<file path="src/rtl/onehot_decoder_seq.sv">
// Registered binary-to-one-hot decoder with valid/ready commands and level, pulse and sweep modes.
// Sweep mode is present only when DECODER_SWEEP_EN is defined; otherwise mode 10 is rejected like 11.
`timescale 1ns/1ps
module onehot_decoder_seq #(
  parameter int SEL_W  = 3,
  parameter int OUT_W  = 8,
  parameter int HOLD_W = 4
) (
  input  logic              clk,
  input  logic              rst_n,
  input  logic              in_valid,
  output logic              in_ready,
  input  logic [SEL_W-1:0]  in,
  input  logic [1:0]        mode,
  input  logic [HOLD_W-1:0] hold,
  output logic [OUT_W-1:0]  out,
  output logic              busy,
  output logic              err
);

  typedef enum logic [1:0] {IDLE, LEVEL, PULSE, SWEEP} state_t;

  state_t              state, state_nx;
  logic [OUT_W-1:0]    out_nx;
  logic                err_nx;
  logic [HOLD_W-1:0]   cnt, cnt_nx;
  logic                accept, in_ok, mode_ok;

`ifdef DECODER_SWEEP_EN
  localparam int POS_W = $clog2(OUT_W);
  logic [SEL_W-1:0]  idx, idx_nx;
  logic [HOLD_W-1:0] hold_r, hold_nx;
  logic [POS_W-1:0]  pos, pos_nx;
`endif

  function automatic logic [OUT_W-1:0] onehot(input logic [SEL_W-1:0] i);
    return OUT_W'(1) << i;
  endfunction

  // A full decode needs no range check; a partial one rejects indices past the last output.
  generate
    if (OUT_W >= (1 << SEL_W)) begin : g_full
      assign in_ok = 1'b1;
    end else begin : g_part
      assign in_ok = (in < SEL_W'(OUT_W));
    end
  endgenerate

  always_comb begin
    mode_ok = 1'b0;
    case (mode)
      2'b00, 2'b01: mode_ok = 1'b1;
`ifdef DECODER_SWEEP_EN
      2'b10:        mode_ok = 1'b1;
`endif
      default:      mode_ok = 1'b0;
    endcase
  end

  assign in_ready = (state == IDLE) || (state == LEVEL);
  assign busy     = (state == PULSE) || (state == SWEEP);
  assign accept   = in_valid && in_ready;

  always_comb begin
    state_nx = state;
    out_nx   = out;
    err_nx   = 1'b0;
    cnt_nx   = cnt;
`ifdef DECODER_SWEEP_EN
    idx_nx   = idx;
    hold_nx  = hold_r;
    pos_nx   = pos;
`endif
    case (state)
      PULSE: begin
        if (cnt == '0) begin
          state_nx = IDLE;
          out_nx   = '0;
        end else begin
          cnt_nx = cnt - 1'b1;
        end
      end
`ifdef DECODER_SWEEP_EN
      // pos counts the positions still to visit after the current one.
      SWEEP: begin
        if (cnt != '0) begin
          cnt_nx = cnt - 1'b1;
        end else if (pos == '0) begin
          state_nx = IDLE;
          out_nx   = '0;
        end else begin
          idx_nx = (idx == SEL_W'(OUT_W - 1)) ? '0 : idx + 1'b1;
          out_nx = onehot(idx_nx);
          cnt_nx = hold_r;
          pos_nx = pos - 1'b1;
        end
      end
`endif
      default: begin
        if (accept) begin
          if (!in_ok || !mode_ok) begin
            state_nx = IDLE;
            out_nx   = '0;
            err_nx   = 1'b1;
          end else begin
            out_nx = onehot(in);
            cnt_nx = hold;
            case (mode)
              2'b01: state_nx = PULSE;
`ifdef DECODER_SWEEP_EN
              2'b10: begin
                state_nx = SWEEP;
                idx_nx   = in;
                hold_nx  = hold;
                pos_nx   = POS_W'(OUT_W - 1);
              end
`endif
              default: state_nx = LEVEL;
            endcase
          end
        end
      end
    endcase
  end

  // Output is reset along with control so nothing is driven after an aborted pulse or sweep.
  always_ff @(posedge clk or negedge rst_n) begin
    if (!rst_n) begin
      state  <= IDLE;
      out    <= '0;
      err    <= 1'b0;
      cnt    <= '0;
`ifdef DECODER_SWEEP_EN
      idx    <= '0;
      hold_r <= '0;
      pos    <= '0;
`endif
    end else begin
      state  <= state_nx;
      out    <= out_nx;
      err    <= err_nx;
      cnt    <= cnt_nx;
`ifdef DECODER_SWEEP_EN
      idx    <= idx_nx;
      hold_r <= hold_nx;
      pos    <= pos_nx;
`endif
    end
  end

endmodule

</file>
<file path="config.mk">
export PLATFORM = sky130hd
export DESIGN_NAME = onehot_decoder_seq
export DESIGN_NICKNAME = d
export VERILOG_FILES = /design/src/rtl/onehot_decoder_seq.sv
export SDC_FILE = /design/constraint.sdc
export NUM_CORES = 1
export LEC_CHECK = 0
export ABC_CLOCK_PERIOD_IN_PS = 2600
export BUFFER_PORTS_ARGS = -buffer_cell sky130_fd_sc_hd__buf_2
export CORE_MARGIN = 5
export CORE_UTILIZATION = 25
export CTS_CLUSTER_DIAMETER = 40
export DETAILED_ROUTE_END_ITERATION = 6
export HOLD_SLACK_MARGIN = 0.12
export PLACE_DENSITY = 0.45
export SKIP_CTS_REPAIR_TIMING = 1
export SLEW_MARGIN = 10
export SYNTH_ARGS = -nofsm -noshare
export SYNTH_HDL_FRONTEND = slang
export SYNTH_SLANG_ARGS = --single-unit
</file>
<file path="constraint.sdc">
create_clock -name clk -period 2.6 [get_ports clk]
set_clock_uncertainty 0.2 [all_clocks]
set_input_delay 0.26 -clock clk [delete_from_list [all_inputs] [get_ports clk]]
set_output_delay 0.26 -clock clk [all_outputs]
set_load 0.005 [all_outputs]
</file>
==> impl_metrics.json <==
{
  "status": "finished clean",
  "final_max_slew_viol_count": 0,
  "cts_tree": "built",
  "hpwlAfterDp_um": 1390,
  "path_max_fanout": 3,
  "synth_simple_gate_area_frac": 0.218,
  "syn_to_final_growth_pct": 28.7,
  "grt_max_degree": 16,
  "grt_pass1_wl_um": 3040,
  "min_period_ns": 1.92,
  "route.detailed.drc": 0,
  "port_buffers": 22,
  "htree_levels": 1,
  "place_inst": 136,
  "max-slew-margin-rel": 0.742,
  "p_leak_nw": 0.554,
  "hold_viol_final": 0,
  "layout.nets": 115,
  "grt_usage": 0.0891,
  "syn-num-nets": 85,
  "synth-edff-count": 0,
  "fin_cells": 147,
  "antenna_left": 0,
  "antenna_found_initial": 0,
  "synth_top_area_frac": 0.439,
  "startpoint_type": "primary input",
  "vias": 648,
  "globalRoute.totalOverflow": 0,
  "fin_crit_sh": 0.739,
  "place.gp.congestion": 0.773,
  "rsz0062_at_grt": "false",
  "synth_top_family_by_area": "simple AND/OR/NAND/NOR gates",
  "layout-drive-gt1-share": 0.416,
  "fin_tns_setup_ns": 0,
  "clk_pin_slew_worst_paths_ns": 0.09,
  "synth_xor_area_frac": 0,
  "synth.area.mux_share": 0.141,
  "syn_area_um2": 855,
  "synth_fa_ha_area_frac": 0.0146,
  "synth-seq-cells": 15,
  "synth.avg_cell_area_um2": 11.9,
  "initial_core_util": 0.258,
  "dieArea_um2": 4690,
  "drt_first_pass_iters": 4,
  "pre_cts_ws_ns": 0.742,
  "cap_violations": 0,
  "die_x_um": 68.5,
  "core_area_um2": 3310,
  "worstMarginPinSlew_ns": 0.385,
  "ys_types": 31,
  "clock_latency_ns": 0.28,
  "routed_wl_um": 1870,
  "ioPinCount": 23,
  "setup_viol": 0,
  "clockBufferDepth": 2,
  "worst-setup-path-type": "in2reg",
  "finalPower_mw": 0.967,
  "synth_warnings": 0,
  "n_antenna_cell": 0,
  "hold_path_class": "in2reg",
  "synth_area_leaders": "dfrtp_1, mux2_4, a21boi_4",
  "ir_drop_uv": 342,
  "grt_pass1_vias": 633,
  "numCtsBuffers": 3,
  "synthArstFlopShare": 1.00,
  "synthFlopType": "dfrtp_1",
  "final_common_cell": "buf_2",
  "synthCells": 72,
  "final_cell_mix": "buf_2, dfrtp_1, mux2_4",
  "synth-compound-area-share": 0.143,
  "required_ns": 2.62,
  "fmax_ghz": 0.521,
  "synth_top_area_cell": "dfrtp_1",
  "via_per_inst": 4.41,
  "drtIter0Drc": 13,
  "fin_hold_ws_ns": 0.129,
  "p_per_area_nw_per_um2": 879,
  "rows": 21,
  "cts-root-buf": "clkbuf_4",
  "yosysSeqAreaShare": 0.439,
  "clock_sinks": 15,
  "fin_ws_ns": 0.679,
  "endpoint_kind": "register",
  "routedWlPerCell_um": 12.7,
  "crit_arrival_ns": 1.94,
  "die_h_um": 68.5
}
## layer usage
metal,vias up,share of wire,GRT usage
met2,16,0.43,0.123
met1,308,0.51,0.125
met4,0,0.0070,0.0298
met5,-,0,0
met3,2,0.055,0.0345
li1,322,-,-
## where the power goes
part	total [mW]	switching (mW)	leakage, nW	internal, mW
logic	0.470	0.225	0.345	0.245
registers	0.364	0.0616	0.194	0.302
clock network	0.133	0.0735	0.0150	0.0595
total	0.967	0.360	0.554	0.607
## cells in the mapped netlist, types with 2 or more instances
cell type / n
a21boi_4: 2
and3_1: 2
buf_2: 3
dfrtp_1: 15
inv_1: 5
mux2_4: 8
nand2_1: 2
nand2b_1: 2
nor2_1: 4
nor4_1: 3
nor4b_1: 4
o21ai_0: 3
## logic make-up (layout without fill, tap and decap cells)
logic type,Yosys count,in the layout
buffers and inverters,9,38
AND/OR/NAND/NOR,27,27
adder cells (fa/ha/maj),1,1
AO/OA/AOI/OAI,12,12
multiplexers,8,8
flip-flops,15,15
## final cells by class
type	instances	area, um2
tap	46	57.6
multi-input combinational	48	442
clock buffer	4	26.3
sequential	15	375
timing repair buffer	29	180
fill	376	2210
inverter	5	18.8
## state kept, by name, indices dropped and copies added, names as in the netlist
name / flops
out: 8
cnt: 4
err: 1
state: 2
## worst max-delay path, cell delays in order
cell and delay, ns:
dlygate4sd3_1 0.52, buf_2 0.11, or2b_2 0.31, o31ai_1 0.18
dlygate4sd3_1 0.57
## path summary, 6_finish.rpt
path                       slack, ns       end      from  cells after the start
min in group asynchronous       0.21  state[1]     rst_n                      2
setup reg to reg                0.76    out[6]    cnt[0]                      5
max in group asynchronous       1.73    out[5]     rst_n                      2
hold / removal                  0.13       err   mode[1]                      2
hold reg to reg                 0.32    out[6]    out[6]                      1
setup / recovery                0.68  state[0]  in_valid                      5
## metrics by stage
stage                     cell area [um2]   util
after floorplan                       855      -
after global placement               1000  0.303
after detailed placement             1000  0.303
after CTS                            1030  0.311
after global routing                 1100  0.332
final                                1100  0.332
No activity file was read; power rests on OpenSTA's default activity.
